### src/rtl/crc16_pkg.sv
// Shared CRC-16-CCITT constants, frame FSM state encoding and the byte-parallel update function.
// The update function is purely combinational and is used by the step module.
package crc16_pkg;

  localparam logic [15:0] CRC16_POLY = 16'h1021;
  localparam logic [15:0] CRC16_INIT = 16'hFFFF;

  typedef enum logic [1:0] {
    S_PAYLOAD = 2'd0,
    S_CRC_HI  = 2'd1,
    S_CRC_LO  = 2'd2
  } state_t;

  // Non-reflected, MSB-first: eight serial steps unrolled into one byte update.
  function automatic logic [15:0] crc16_byte(input logic [15:0] crc, input logic [7:0] data);
    logic [15:0] c;
    logic        fb;
    c = crc;
    for (int i = 7; i >= 0; i--) begin
      fb = c[15] ^ data[i];
      c  = {c[14:0], 1'b0};
      if (fb) begin
        c = c ^ CRC16_POLY;
      end
    end
    return c;
  endfunction

endpackage

### src/rtl/crc16_ccitt_step.sv
// Combinational next-CRC for one payload byte; zero latency, no flow control.
module crc16_ccitt_step
  import crc16_pkg::*;
(
  input  logic [15:0] crc_in,
  input  logic [7:0]  data,
  output logic [15:0] crc_out
);

  assign crc_out = crc16_byte(crc_in, data);

endmodule

### src/rtl/crc16_frame_tx.sv
// Appends a CRC-16-CCITT (high byte, then low byte) to each payload frame; one output register, latency 1.
// Upstream stalls while the output register is full or the two CRC bytes are being emitted.
module crc16_frame_tx
  import crc16_pkg::*;
#(
  parameter bit G_XOR_OUT = 1'b0,
  parameter int G_CNT_W   = 16
) (
  input  logic               i_Clk,
  input  logic               i_Rst,
  input  logic               i_DV,
  input  logic [7:0]         i_Data,
  input  logic               i_Last,
  output logic               o_Ready,
  output logic               o_DV,
  output logic [7:0]         o_Data,
  output logic               o_Last,
  input  logic               i_Ready,
  output logic [G_CNT_W-1:0] o_Frame_Count
);

  localparam logic [7:0] XOR_MASK = G_XOR_OUT ? 8'hFF : 8'h00;

  state_t               state, state_nxt;
  logic [15:0]          crc, crc_nxt, crc_base, crc_upd;
  logic                 dv_nxt, last_nxt;
  logic [7:0]           data_nxt;
  logic [G_CNT_W-1:0]   cnt_nxt;
  logic                 out_free, lo_xfer;

  assign out_free = ~o_DV | i_Ready;
  assign lo_xfer  = o_DV & i_Ready & o_Last;

  // A byte accepted in the same cycle the previous CRC low byte leaves must start from the init value.
  assign crc_base = lo_xfer ? CRC16_INIT : crc;

  crc16_ccitt_step u_step (
    .crc_in  (crc_base),
    .data    (i_Data),
    .crc_out (crc_upd)
  );

  always_comb begin
    state_nxt = state;
    crc_nxt   = crc;
    dv_nxt    = o_DV;
    data_nxt  = o_Data;
    last_nxt  = o_Last;
    cnt_nxt   = o_Frame_Count;
    o_Ready   = 1'b0;

    if (o_DV && i_Ready) begin
      dv_nxt   = 1'b0;
      last_nxt = 1'b0;
    end
    if (lo_xfer) begin
      cnt_nxt = o_Frame_Count + G_CNT_W'(1);
      crc_nxt = CRC16_INIT;
    end

    case (state)
      S_PAYLOAD: begin
        o_Ready = out_free;
        if (i_DV && out_free) begin
          crc_nxt  = crc_upd;
          dv_nxt   = 1'b1;
          data_nxt = i_Data;
          last_nxt = 1'b0;
          if (i_Last) begin
            state_nxt = S_CRC_HI;
          end
        end
      end
      S_CRC_HI: begin
        if (out_free) begin
          dv_nxt    = 1'b1;
          data_nxt  = crc[15:8] ^ XOR_MASK;
          last_nxt  = 1'b0;
          state_nxt = S_CRC_LO;
        end
      end
      S_CRC_LO: begin
        if (out_free) begin
          dv_nxt    = 1'b1;
          data_nxt  = crc[7:0] ^ XOR_MASK;
          last_nxt  = 1'b1;
          state_nxt = S_PAYLOAD;
        end
      end
      default: begin
        state_nxt = S_PAYLOAD;
      end
    endcase
  end

  always_ff @(posedge i_Clk) begin
    if (i_Rst) begin
      state         <= S_PAYLOAD;
      crc           <= CRC16_INIT;
      o_DV          <= 1'b0;
      o_Data        <= 8'h00;
      o_Last        <= 1'b0;
      o_Frame_Count <= '0;
    end else begin
      state         <= state_nxt;
      crc           <= crc_nxt;
      o_DV          <= dv_nxt;
      o_Data        <= data_nxt;
      o_Last        <= last_nxt;
      o_Frame_Count <= cnt_nxt;
    end
  end

endmodule

### config.mk
export PLATFORM = sky130hd
export DESIGN_NAME = crc16_frame_tx
export DESIGN_NICKNAME = d
export VERILOG_FILES = /design/src/rtl/crc16_pkg.sv /design/src/rtl/crc16_ccitt_step.sv /design/src/rtl/crc16_frame_tx.sv
export SDC_FILE = /design/constraint.sdc
export NUM_CORES = 1
export LEC_CHECK = 0
export ABC_CLOCK_PERIOD_IN_PS = 3420
export BUFFER_PORTS_ARGS = -buffer_cell sky130_fd_sc_hd__clkbuf_2
export CAP_MARGIN = 20
export CORE_MARGIN = 3
export CORE_UTILIZATION = 35
export DETAILED_ROUTE_END_ITERATION = 12
export HOLD_SLACK_MARGIN = 0.15
export PLACE_DENSITY_LB_ADDON = 0.15
export SLEW_MARGIN = 20
export SYNTH_ARGS = -nofsm -noshare
export SYNTH_HDL_FRONTEND = slang
export SYNTH_SLANG_ARGS = --single-unit
### constraint.sdc
create_clock -name i_Clk -period 3.42 [get_ports i_Clk]
set_clock_uncertainty 0.1 [all_clocks]
set_input_delay 0.684 -clock i_Clk [delete_from_list [all_inputs] [get_ports i_Clk]]
set_output_delay 0.684 -clock i_Clk [all_outputs]
set_load 0.005 [all_outputs]
# Word-level counts from Yosys, hierarchy flattened
# Cells that the tools add are included.
# totals
wordCells,70
in_bits,13
output_inout_bits,27
regBits,44
# classes
add_sub_neg,1
n_reduce_logical,7
mux,30
eq_ne,6
bitwise_logic,20
# ops
cell,count
13-bit two-way mux,8
16-bit two-way mux,3
8-bit two-way mux,3
3-bit NOT,8
8-bit case mux with 3 select lines,1
"16-bit by 1-bit adder with 16-bit output, second input constant",1
1-bit two-way mux,8
2-bit two-way mux,4
"2-bit inequality test, second input constant",4
4-bit AND reduction,2
1-bit bitwise XOR,8
2-bit case mux with 3 select lines,1
1-bit case mux with 3 select lines,1
3-bit nonzero test,1
1-bit bitwise AND,2
"2-bit by 1-bit equality test with 1-bit output, second input constant",1
"2-bit equality test, second input constant",1
1-bit logical AND,2
2-bit logical NOT,1
1-bit case mux with 2 select lines,1
2-bit OR reduction,1
1-bit NOT,1
1-bit bitwise OR,1

# Logic depth before layout (Yosys ltp)
# logic_depth
ltp_word,21
depth_mapped,8
ltp_nobuf,7

# Cells and area by module
# From an unflattened synthesis, not the netlist that was laid out.
# unflattened
hier_cells,295
area_unflattened_um2,2610.0
# by_module_without_submodules
module,n_inst,area_each_um2,seq_area_each_um2,cells_per_inst
crc16_frame_tx,1,2222.1,880.8,270
crc16_ccitt_step,1,387.9,0.0,25

# Worst setup path after synthesis
# No wires, ideal clock.
# synth_timing
path_type,input port to output port
from,input port i_Ready
to,output port o_Ready
path_buffers,1
setup_slack_ps,1523
t_required_ps,2636
arrival_ps,1113
cell_stages,3
cell_sequence,nand2b_1 buf_4 and2_1
# synth_via
elab_chain_cells,2
# synth_rtl
item,line_no,rtl
"start, declared",crc16_frame_tx.sv:18,"input logic i_Ready,"
1-bit bitwise OR,crc16_frame_tx.sv:31,assign out_free = ~o_DV | i_Ready;
1-bit two-way mux,crc16_frame_tx.sv:61,case (state)
"end, declared",crc16_frame_tx.sv:14,"output logic o_Ready,"
# No other way between the ends.

# Final worst setup path
# Ends and elaborated chain as after synthesis.

==> reports/summary.txt <==
Clock root buffer = clkbuf_8
Largest area contributor in the netlist = dfxtp_1
Worst vdd ir = 0.279 mV
Postcts setup bufs = 0
Post-synth ARST share = 0%
Post-layout net count = 321
# resized after CTS = 0
Chip Height = 87.5 µm
Synth area leaders = dfxtp_1, xnor2_1, nor2_1
# Max-Cap Violations = 0
GPL Wtd Cong = 0.747
Routed WL = 5.33 mm
Netlist cell types = 38
Max Root-Sink Buffers = 2
Design area = 2650 µm²
Num ports = 40
Largest net degree at the start of global routing = 21
Worst setup path class = input pin to output pin
Yosys warnings = 0
Final min period = 2.19 ns
CTS Buf Count = 5
Main synth FF type = dfxtp_1
Hold Vio Cnt, Final = 0
Synthesized instance count = 269
Gr usage total = 14.6%
Cells after DPL = 373
CP startpoint kind = input pin
Yosys top cell area share = 37.9%
Worst-path clk slew = 0.08 ns
H-tree levels = 2
Post-Place Setup Slack = 1.07 ns
Layout cell share with drive strength beyond 1 = 18.5%
Worst min-delay path class = register to register
Placed Area = 2550 µm²
Die W = 87.5 µm
Fin Setup TNS = 0 ns
PwrDens = 517 nW/µm²
Full die area = 7650 µm²
R2R cell count = 5
Slew headroom = 68.1%
Status = finished, final reports clean
Core footprint = 6390 µm²
Syn_nets = 287
DR pass1 iterations = 4
Number of synthesized flops with an enable pin = 0
Finished Layout Cells = 380
IO buf count = 39
Unrepaired setup endpoints after global routing = false
#FFs+latches synth = 44
Post-synthesis cell area = 2320 µm²
Worst-Margin Slew = 0.478 ns
DRC errors left = 0
Maximum clock rate = 0.456 GHz
Final worst setup slack = 1.23 ns
Synth-to-Final Area Change = 14.2%
DP Wirelength = 3.95 mm
Initial DRC count = 94
GRT Residual Overflow = 0
Req. time, crit path = 2.64 ns
Post-CTS Hold Fix Bufs = 0
Worst Path Max Fanout = 9
Avg WL per Cell = 14.0 µm
Vias after detailed routing = 1917
Static leakage power = 1.12 nW
First-pass GRT wire length = 8.74 mm
Antenna violations before repair = 0
DR vias/cell = 5.04
Vias in the first global route = 1760
Sink Count = 44
Max-slew violations = 0
Initial core utilization = 36.4%
Std-Cell Rows = 29
Antenna diodes = 0
Sequential share of the synthesized area = 37.9%
Post-DRT Antenna Nets = 0
Syn_area_per_cell = 8.63 µm²
Final worst-path cycle share = 64.1%
Clk_lat worst skew = 0.30 ns
CTS tree = yes
Worst Path Arrival = 1.41 ns
Min-Delay Path Depth = 2
# setup viols final = 0
Final Power = 1.37 mW
Endpoint class of the critical path = output pin
[kinds of logic after synthesis]
kind of cell / Yosys count / share of synthesized area, %
buffers and inverters: 17 / 3.50
muxes: 8 / 3.45
xor gates and xnor gates: 46 / 18.3
AOI/OAI and AO/OA: 44 / 13.3
and+or+nand+nor: 105 / 20.9
DFF: 44 / 37.9
adders and majority gates: 5 / 2.69
[worst max-delay path: stages]
cell and delay [ns]:
clkbuf_2 0.11, nand2b_1 0.28, and2_1 0.23, clkbuf_2 0.10
[where the power goes]
part           internal (mW)  switching [mW]  leakage, nW
Combinational          0.203           0.197        0.707
Sequential             0.564          0.0577        0.360
Clock                  0.180           0.169       0.0503
Total                  0.947           0.423         1.12
[registers in the layout, indices dropped and copies added (netlist names)]
register / cells
o_Last: 1
o_Data: 8
o_DV: 1
o_Frame_Count: 16
crc: 16
state: 2
[final timing paths]
path / start / endpoint / slack (ns)
worst max register to register: o_DV / crc[14] / 1.42
worst min register to register: o_Data[7] / o_Data[7] / 0.40
worst min-delay path: o_Data[7] / o_Data[7] / 0.40
worst max-delay path: i_Ready / o_Ready / 1.23
[cells in the mapped netlist (2+ instances only)]
cell / n
buf_4: 2
xnor2_1: 24
nor2_1: 49
nand2b_1: 6
xor2_1: 19
clkbuf_1: 8
inv_1: 4
nand4_1: 2
o21ai_0: 2
nand3_1: 8
o2bb2ai_1: 2
dfxtp_1: 44
a22oi_1: 8
mux2i_1: 8
and3_1: 3
and4_1: 4
xnor2_2: 3
a2bb2oi_1: 6
buf_2: 2
nand2_1: 24
o22ai_1: 5
ha_1: 5
and2_1: 2
a21oi_1: 15
[final cells by class]
cell class	count	area, µm²
Inverter	4	15.0
Tap cell	77	96.3
Timing Repair Buffer	40	203
Fill cell	678	3730
Sequential cell	44	881
Multi-Input combinational cell	208	1360
Clock buffer	7	96.3
[routing by layer]
layer,global-route usage [%],routed length [µm]
met1,21.2,2730
met2,21.0,2230
met3,4.16,310
met4,3.77,57
met5,0,0
[through the flow]
step	util (%)	hold slack, ns
after CTS	41.5	0.406
after floorplan	-	0.376
after global placement	40.0	0.379
after detailed placement	40.0	0.386
after global routing	41.5	0.431
final	41.5	0.398
[cell usage in the layout, fill, tap and decap left out, types with 2 or more instances in the layout]
| cell type | n |
|---|---|
| a21oi_1 | 15 |
| a22oi_1 | 8 |
| a2bb2oi_1 | 6 |
| and2_1 | 2 |
| and3_1 | 3 |
| and4_1 | 4 |
| clkbuf_2 | 39 |
| clkbuf_8 | 7 |
| dfxtp_1 | 44 |
| ha_1 | 5 |
| inv_1 | 4 |
| mux2i_1 | 8 |
| nand2_1 | 24 |
| nand2b_1 | 6 |
| nand3_1 | 8 |
| nand4_1 | 2 |
| nor2_1 | 49 |
| o21ai_0 | 2 |
| o22ai_1 | 5 |
| o2bb2ai_1 | 2 |
| xnor2_1 | 24 |
| xnor2_2 | 3 |
| xor2_1 | 19 |
Note: power is estimated with default switching activity, not from simulation.
